$ cat src/rtl/wb_arbiter.sv
// Write-back arbiter for the register file's single write port.
// ALU results go straight through; load results wait in a small FIFO.
module wb_arbiter #(
   parameter int XLEN  = 64,
   parameter int DEPTH = 4
) (
   input  logic            clk,
   input  logic            rst,
   input  logic            alu_valid,
   output logic            alu_ready,
   input  logic [4:0]      alu_rd,
   input  logic [XLEN-1:0] alu_data,
   input  logic            mem_valid,
   output logic            mem_ready,
   input  logic [4:0]      mem_rd,
   input  logic [XLEN-1:0] mem_data,
   output logic            rf_we,
   output logic [4:0]      rf_rw,
   output logic [XLEN-1:0] rf_w,
   output logic [31:0]     pend_mask,
   output logic [31:0]     wb_count
);

   localparam int AW = $clog2(DEPTH);
   localparam int CW = AW + 1;
   localparam logic [CW-1:0] DEPTH_C = CW'(DEPTH);

   logic [4:0]      fifo_rd_r   [DEPTH];
   logic [XLEN-1:0] fifo_data_r [DEPTH];
   logic [AW-1:0]   wr_ptr_r;
   logic [AW-1:0]   rd_ptr_r;
   logic [CW-1:0]   count_r;

   logic            rf_we_r;
   logic [4:0]      rf_rw_r;
   logic [XLEN-1:0] rf_w_r;
   logic [31:0]     wb_count_r;

   logic            full_s;
   logic            empty_s;
   logic            fifo_grant_s;
   logic            push_s;
   logic            pop_s;
   logic            alu_fire_s;
   logic            selected_s;
   logic            wr_next_s;
   logic [4:0]      sel_rd_s;
   logic [XLEN-1:0] sel_data_s;
   logic [31:0]     pend_s;
   logic [AW-1:0]   off_s;

   assign full_s       = (count_r == DEPTH_C);
   assign empty_s      = (count_r == {CW{1'b0}});
   // A full FIFO overrides the ALU so loads cannot starve.
   assign fifo_grant_s = !empty_s && (!alu_valid || full_s);
   assign alu_ready    = !rst && !fifo_grant_s;
   assign mem_ready    = !rst && !full_s;
   assign push_s       = mem_valid && mem_ready;
   assign pop_s        = fifo_grant_s && !rst;
   assign alu_fire_s   = alu_valid && alu_ready;
   assign selected_s   = pop_s || alu_fire_s;
   assign wr_next_s    = selected_s && (sel_rd_s != 5'd0);

   // Source select: FIFO head when granted, otherwise the ALU.
   always_comb begin
      sel_rd_s   = alu_rd;
      sel_data_s = alu_data;
      if (fifo_grant_s) begin
         sel_rd_s   = fifo_rd_r[rd_ptr_r];
         sel_data_s = fifo_data_r[rd_ptr_r];
      end else begin
         sel_rd_s   = alu_rd;
         sel_data_s = alu_data;
      end
   end

   // FIFO storage; validity is tracked by the pointers and count alone.
   always_ff @(posedge clk) begin
      if (push_s) begin
         fifo_rd_r[wr_ptr_r]   <= mem_rd;
         fifo_data_r[wr_ptr_r] <= mem_data;
      end
   end

   // FIFO pointers and occupancy.
   always_ff @(posedge clk) begin
      if (rst) begin
         wr_ptr_r <= {AW{1'b0}};
         rd_ptr_r <= {AW{1'b0}};
         count_r  <= {CW{1'b0}};
      end else begin
         if (push_s) begin
            wr_ptr_r <= wr_ptr_r + AW'(1);
         end
         if (pop_s) begin
            rd_ptr_r <= rd_ptr_r + AW'(1);
         end
         case ({push_s, pop_s})
            2'b10:   count_r <= count_r + CW'(1);
            2'b01:   count_r <= count_r - CW'(1);
            default: count_r <= count_r;
         endcase
      end
   end

   // Registered write port and write-back event counter.
   always_ff @(posedge clk) begin
      if (rst) begin
         rf_we_r    <= 1'b0;
         rf_rw_r    <= 5'd0;
         rf_w_r     <= {XLEN{1'b0}};
         wb_count_r <= 32'd0;
      end else begin
         rf_we_r <= wr_next_s;
         if (wr_next_s) begin
            rf_rw_r    <= sel_rd_s;
            rf_w_r     <= sel_data_s;
            wb_count_r <= wb_count_r + 32'd1;
         end
      end
   end

   // Pending-write mask: live FIFO entries plus the write in the output stage.
   always_comb begin
      pend_s = 32'd0;
      off_s  = {AW{1'b0}};
      for (int i = 0; i < DEPTH; i++) begin
         off_s = AW'(i) - rd_ptr_r;
         if ({1'b0, off_s} < count_r) begin
            pend_s[fifo_rd_r[i]] = 1'b1;
         end else begin
            pend_s = pend_s;
         end
      end
      if (rf_we_r) begin
         pend_s[rf_rw_r] = 1'b1;
      end else begin
         pend_s = pend_s;
      end
      pend_s[0] = 1'b0;
   end

   assign rf_we     = rf_we_r;
   assign rf_rw     = rf_rw_r;
   assign rf_w      = rf_w_r;
   assign wb_count  = wb_count_r;
   assign pend_mask = pend_s;

endmodule

$ cat config.mk
export PLATFORM = sky130hd
export DESIGN_NAME = wb_arbiter
export DESIGN_NICKNAME = d
export VERILOG_FILES = /design/src/rtl/wb_arbiter.sv
export SDC_FILE = /design/constraint.sdc
export NUM_CORES = 1
export LEC_CHECK = 0
export ABC_AREA = 1
export CORE_AREA = 2 2 192 194
export DETAILED_ROUTE_END_ITERATION = 16
export DIE_AREA = 0 0 194 196
export PLACE_DENSITY_LB_ADDON = 0.1
export SLEW_MARGIN = 0
export SYNTH_ARGS = -nofsm -noshare
export SYNTH_HDL_FRONTEND = slang
export SYNTH_SLANG_ARGS = --single-unit
export TNS_END_PERCENT = 5
$ cat constraint.sdc
create_clock -name clk -period 5.3 [get_ports clk]
set_clock_uncertainty 0.15 [all_clocks]
set_input_delay 0.53 -clock clk [delete_from_list [all_inputs] [get_ports clk]]
set_output_delay 0.53 -clock clk [all_outputs]
set_load 0.1 [all_outputs]
==> run summary <==
The first-pass detailed-route iteration total is 5. The synthesis-stage register bit count is between 300 and 400. The average vias per placed instance came out at 5.23. The die area is 38,000 um^2. The first-pass GRT wire length is around 76,000 um. The minimum hold slack came out at 0.352 ns. The worst-margin pin slew came out at 1.32 ns. The share of the cycle needed by the critical path after routing is 89.0%. The via count of the first global-routing pass is 14,000. Walking the worst path, the cells encountered are inv_1 > ha_1 > nand3_1 > nand2_1 > nor3_1 > a22oi_1 > o2111ai_1 > clkdlybuf4s50_1. The clock transition time at the flip-flop clock pins of the worst setup and hold paths came out at approximately 0.06 ns. The critical path is of the flop to output pin type. The slowest stage of the critical path belongs to the cell clkdlybuf4s50_1. The tightest slew margin relative to the limit is 11.6%.

Buffers inserted to repair hold after CTS numbered 0. The area growth from synthesis to final layout is 25.4%. The library cell used most frequently in the layout, excluding fill and tap cells, is nand2_1. In the layout the commonest cells are nand2_1 (739), edfxtp_1 (276), clkdlybuf4s50_1 (275), nand3_1 (256), nor2_1 (199). The post-synth net total came out at ~2,200. The number of buffer cells added on primary ports came out at around 280. The final global-route overflow total came out at 0.

The power density relative to cell area came out at 355 nW/um^2. TritonCTS built the clock tree. Yosys printed 0 warnings.

The time the final worst path needs with I/O delays and setup is between 4 and 5 ns. The chip width is 194 um. STA classifies the critical path startpoint as a flop. The maximum fanout encountered on the critical timing path came out at 8. The cell count after synthesis came out at 2,042. Setup repair after global routing left no endpoint under its margin. Entering global routing, the biggest net connects roughly 150 pins. In the final design database the tool counted between 2,000 and 2,500 nets. Setup violations remaining at the end of the flow were counted as 0. The remaining antenna violation count after routing is 0. The initial antenna violation count came out at 3. The vertical extent of the die is 196 um.

Dividing the detail-routed wire length by the instance count gives 17.3 um. Of the synthesized area, sequential elements account for 59.2%. The share of post-route cells with drive strength above 1 came out at 4.18%.

The max-slew violation count is 0. The number of design rule violations left after detail routing came out at 0. The type of element capturing the critical path is an output pin.

Data on the critical path is required at its endpoint by approximately 4.6 ns. The netlist uses 31 different library cells. On the worst path, the slowest cell contributes a delay of 1.18 ns.

The standard cell core area is ~36,000 um^2. The worst voltage drop across the vdd grid came out at roughly 480 uV. The critical path contains buffers and inverters numbering 2 combined.

The kind of cell with the highest combined delay along the critical path is buffers and inverters. The mean instance size in the synthesized netlist came out at between 8 and 9 um^2. The total number of vias is 14,600. The run finished with clean final reports.

The synthesized cell area came out at 17,800 um^2. The worst path arrival time came out at 4.04 ns. The total CTS buffers came out at 41. For the worst-skew pair, the clock arrives at the later sink with an insertion delay of 0.55 ns. The total wirelength of the detailed-routed design is 48,300 um.

The global router's overall resource usage is 25.2%. The total setup buffers inserted after CTS came out at 0. The post-route setup TNS came out at 0 ns. The estimated wirelength of the detail-placed design is roughly 30,000 um.

CTS placed an instance of clkbuf_16 at the clock tree root. The maximum clock path buffer count came out at 3. The filler cell count in the final layout came out at 3,083. In this run the worst hold path is classified as flop to flop. Static timing analysis puts the maximum clock frequency at about 210 MHz. The repair_antennas step left the layout with diodes totalling 0. The final estimated routing congestion in global placement came out at 0.919. The final cell utilization of the core is 61.7%. The reported max-cap violation count came out at 0. The number of gates resized after cts is 0. The detailed router finished its first iteration with 812 violations.

After detailed placement, the total cell area comes to 21,000 um^2. The leakage component of the power is roughly 8.6 nW. The clock drives 387 sinks. The post-layout instance area came out at 22,300 um^2. In this run the number of H-tree levels came out at 2. The site row count is 70. The starting density of the core is 49.2%. The number of top-level pins came out at 278.

The hold violation count in the final report is 0.
-- worst paths after layout --
check,endpoint,slack [ns],from,depth (start not counted)
worst min register to register,wb_count[31],0.35,wb_count[31],2
worst max register to register,wb_count[7],1.81,flop,9
worst max-delay path,pend_mask[26],0.58,rd_ptr_r[1],8
worst min-delay path,wb_count[31],0.35,wb_count[31],2
-- area by class of cell --
class	count	area, um^2	share of cell area, %
sequential	387	10500	47.2
multi-input combinational	1418	6360	28.5
timing repair buffer	299	2980	13.4
clock buffer	52	1110	4.99
tap	468	586	2.63
inverter	141	532	2.39
clock inverter	22	191	0.859
-- synthesized netlist by cell type (all sizes together) --
| cell | instances | area share (%) |
|---|---|---|
| a22oi | 37 | 1.6 |
| inv | 140 | 3.0 |
| conb | 1 | 0.021 |
| o211ai | 1 | 0.042 |
| o2111ai | 20 | 0.99 |
| clkinv | 1 | 0.021 |
| and2 | 1 | 0.035 |
| nand3 | 256 | 7.2 |
| o21bai | 1 | 0.063 |
| or2 | 1 | 0.035 |
| fa | 1 | 0.11 |
| clkbuf | 56 | 1.2 |
| nand3b | 10 | 0.42 |
| xnor2 | 10 | 0.49 |
| xor2 | 12 | 0.59 |
| ha | 10 | 0.70 |
| nor3 | 54 | 1.5 |
| buf | 40 | 1.2 |
| dfxtp | 111 | 13 |
| o21ai | 11 | 0.31 |
| nand4 | 9 | 0.32 |
| nor2 | 203 | 4.3 |
| nand2 | 740 | 16 |
| a221oi | 1 | 0.049 |
| a21oi | 39 | 1.1 |
| edfxtp | 276 | 47 |
-- registers in the layout, summed over array words and instances (netlist names), named ones only --
register / cells
count_r: 3
fifo_data_r: 256
fifo_rd_r: 20
rd_ptr_r: 2
rf_rw: 5
rf_w: 64
rf_we: 1
wb_count: 32
wr_ptr_r: 2
-- kinds of logic after synthesis --
kind of cell    Yosys count  share of synthesized area, %
simple gates           1274                          29.5
flops                   387                          59.2
buf+inv                 237                          5.32
compound gates          110                          4.11
xor+xnor                 22                          1.08
fa+ha+maj                11                         0.817
other cells               1                        0.0211
-- metal layers --
layer	GRT usage (%)	share of wire [%]	routed length, um
met1	32.8	43	20800
met2	42.6	48	23000
met3	4.76	6.7	3250
met4	8.59	2.6	1270
met5	0	0.056	27
-- power breakdown --
group	total, mW	leakage [nW]	switching, mW	internal (mW)
clock network	2.77	0.630	1.14	1.63
logic	1.69	4.58	1.24	0.454
registers	3.45	3.42	0.0832	3.37
total	7.92	8.63	2.47	5.45
-- stage by stage --
step	cells	setup WS, ns	power, mW
CTS	2787	0.663	7.98
finish	2787	0.585	7.92
global route	2787	0.445	8.24
global placement	2713	1.27	5.19
detailed placement	2713	1.27	5.21
floorplan	2042	-0.0942	4.71
-- worst register-to-register path, delay by kind of cell, from the launching register on --
kind	cells	cell delay, ns
buffers and inverters	1	0.50
flip-flops	1	0.74
AND/OR/NAND/NOR	7	1.81
AO/OA/AOI/OAI	1	0.21
No activity file was read; power rests on OpenSTA's default activity.
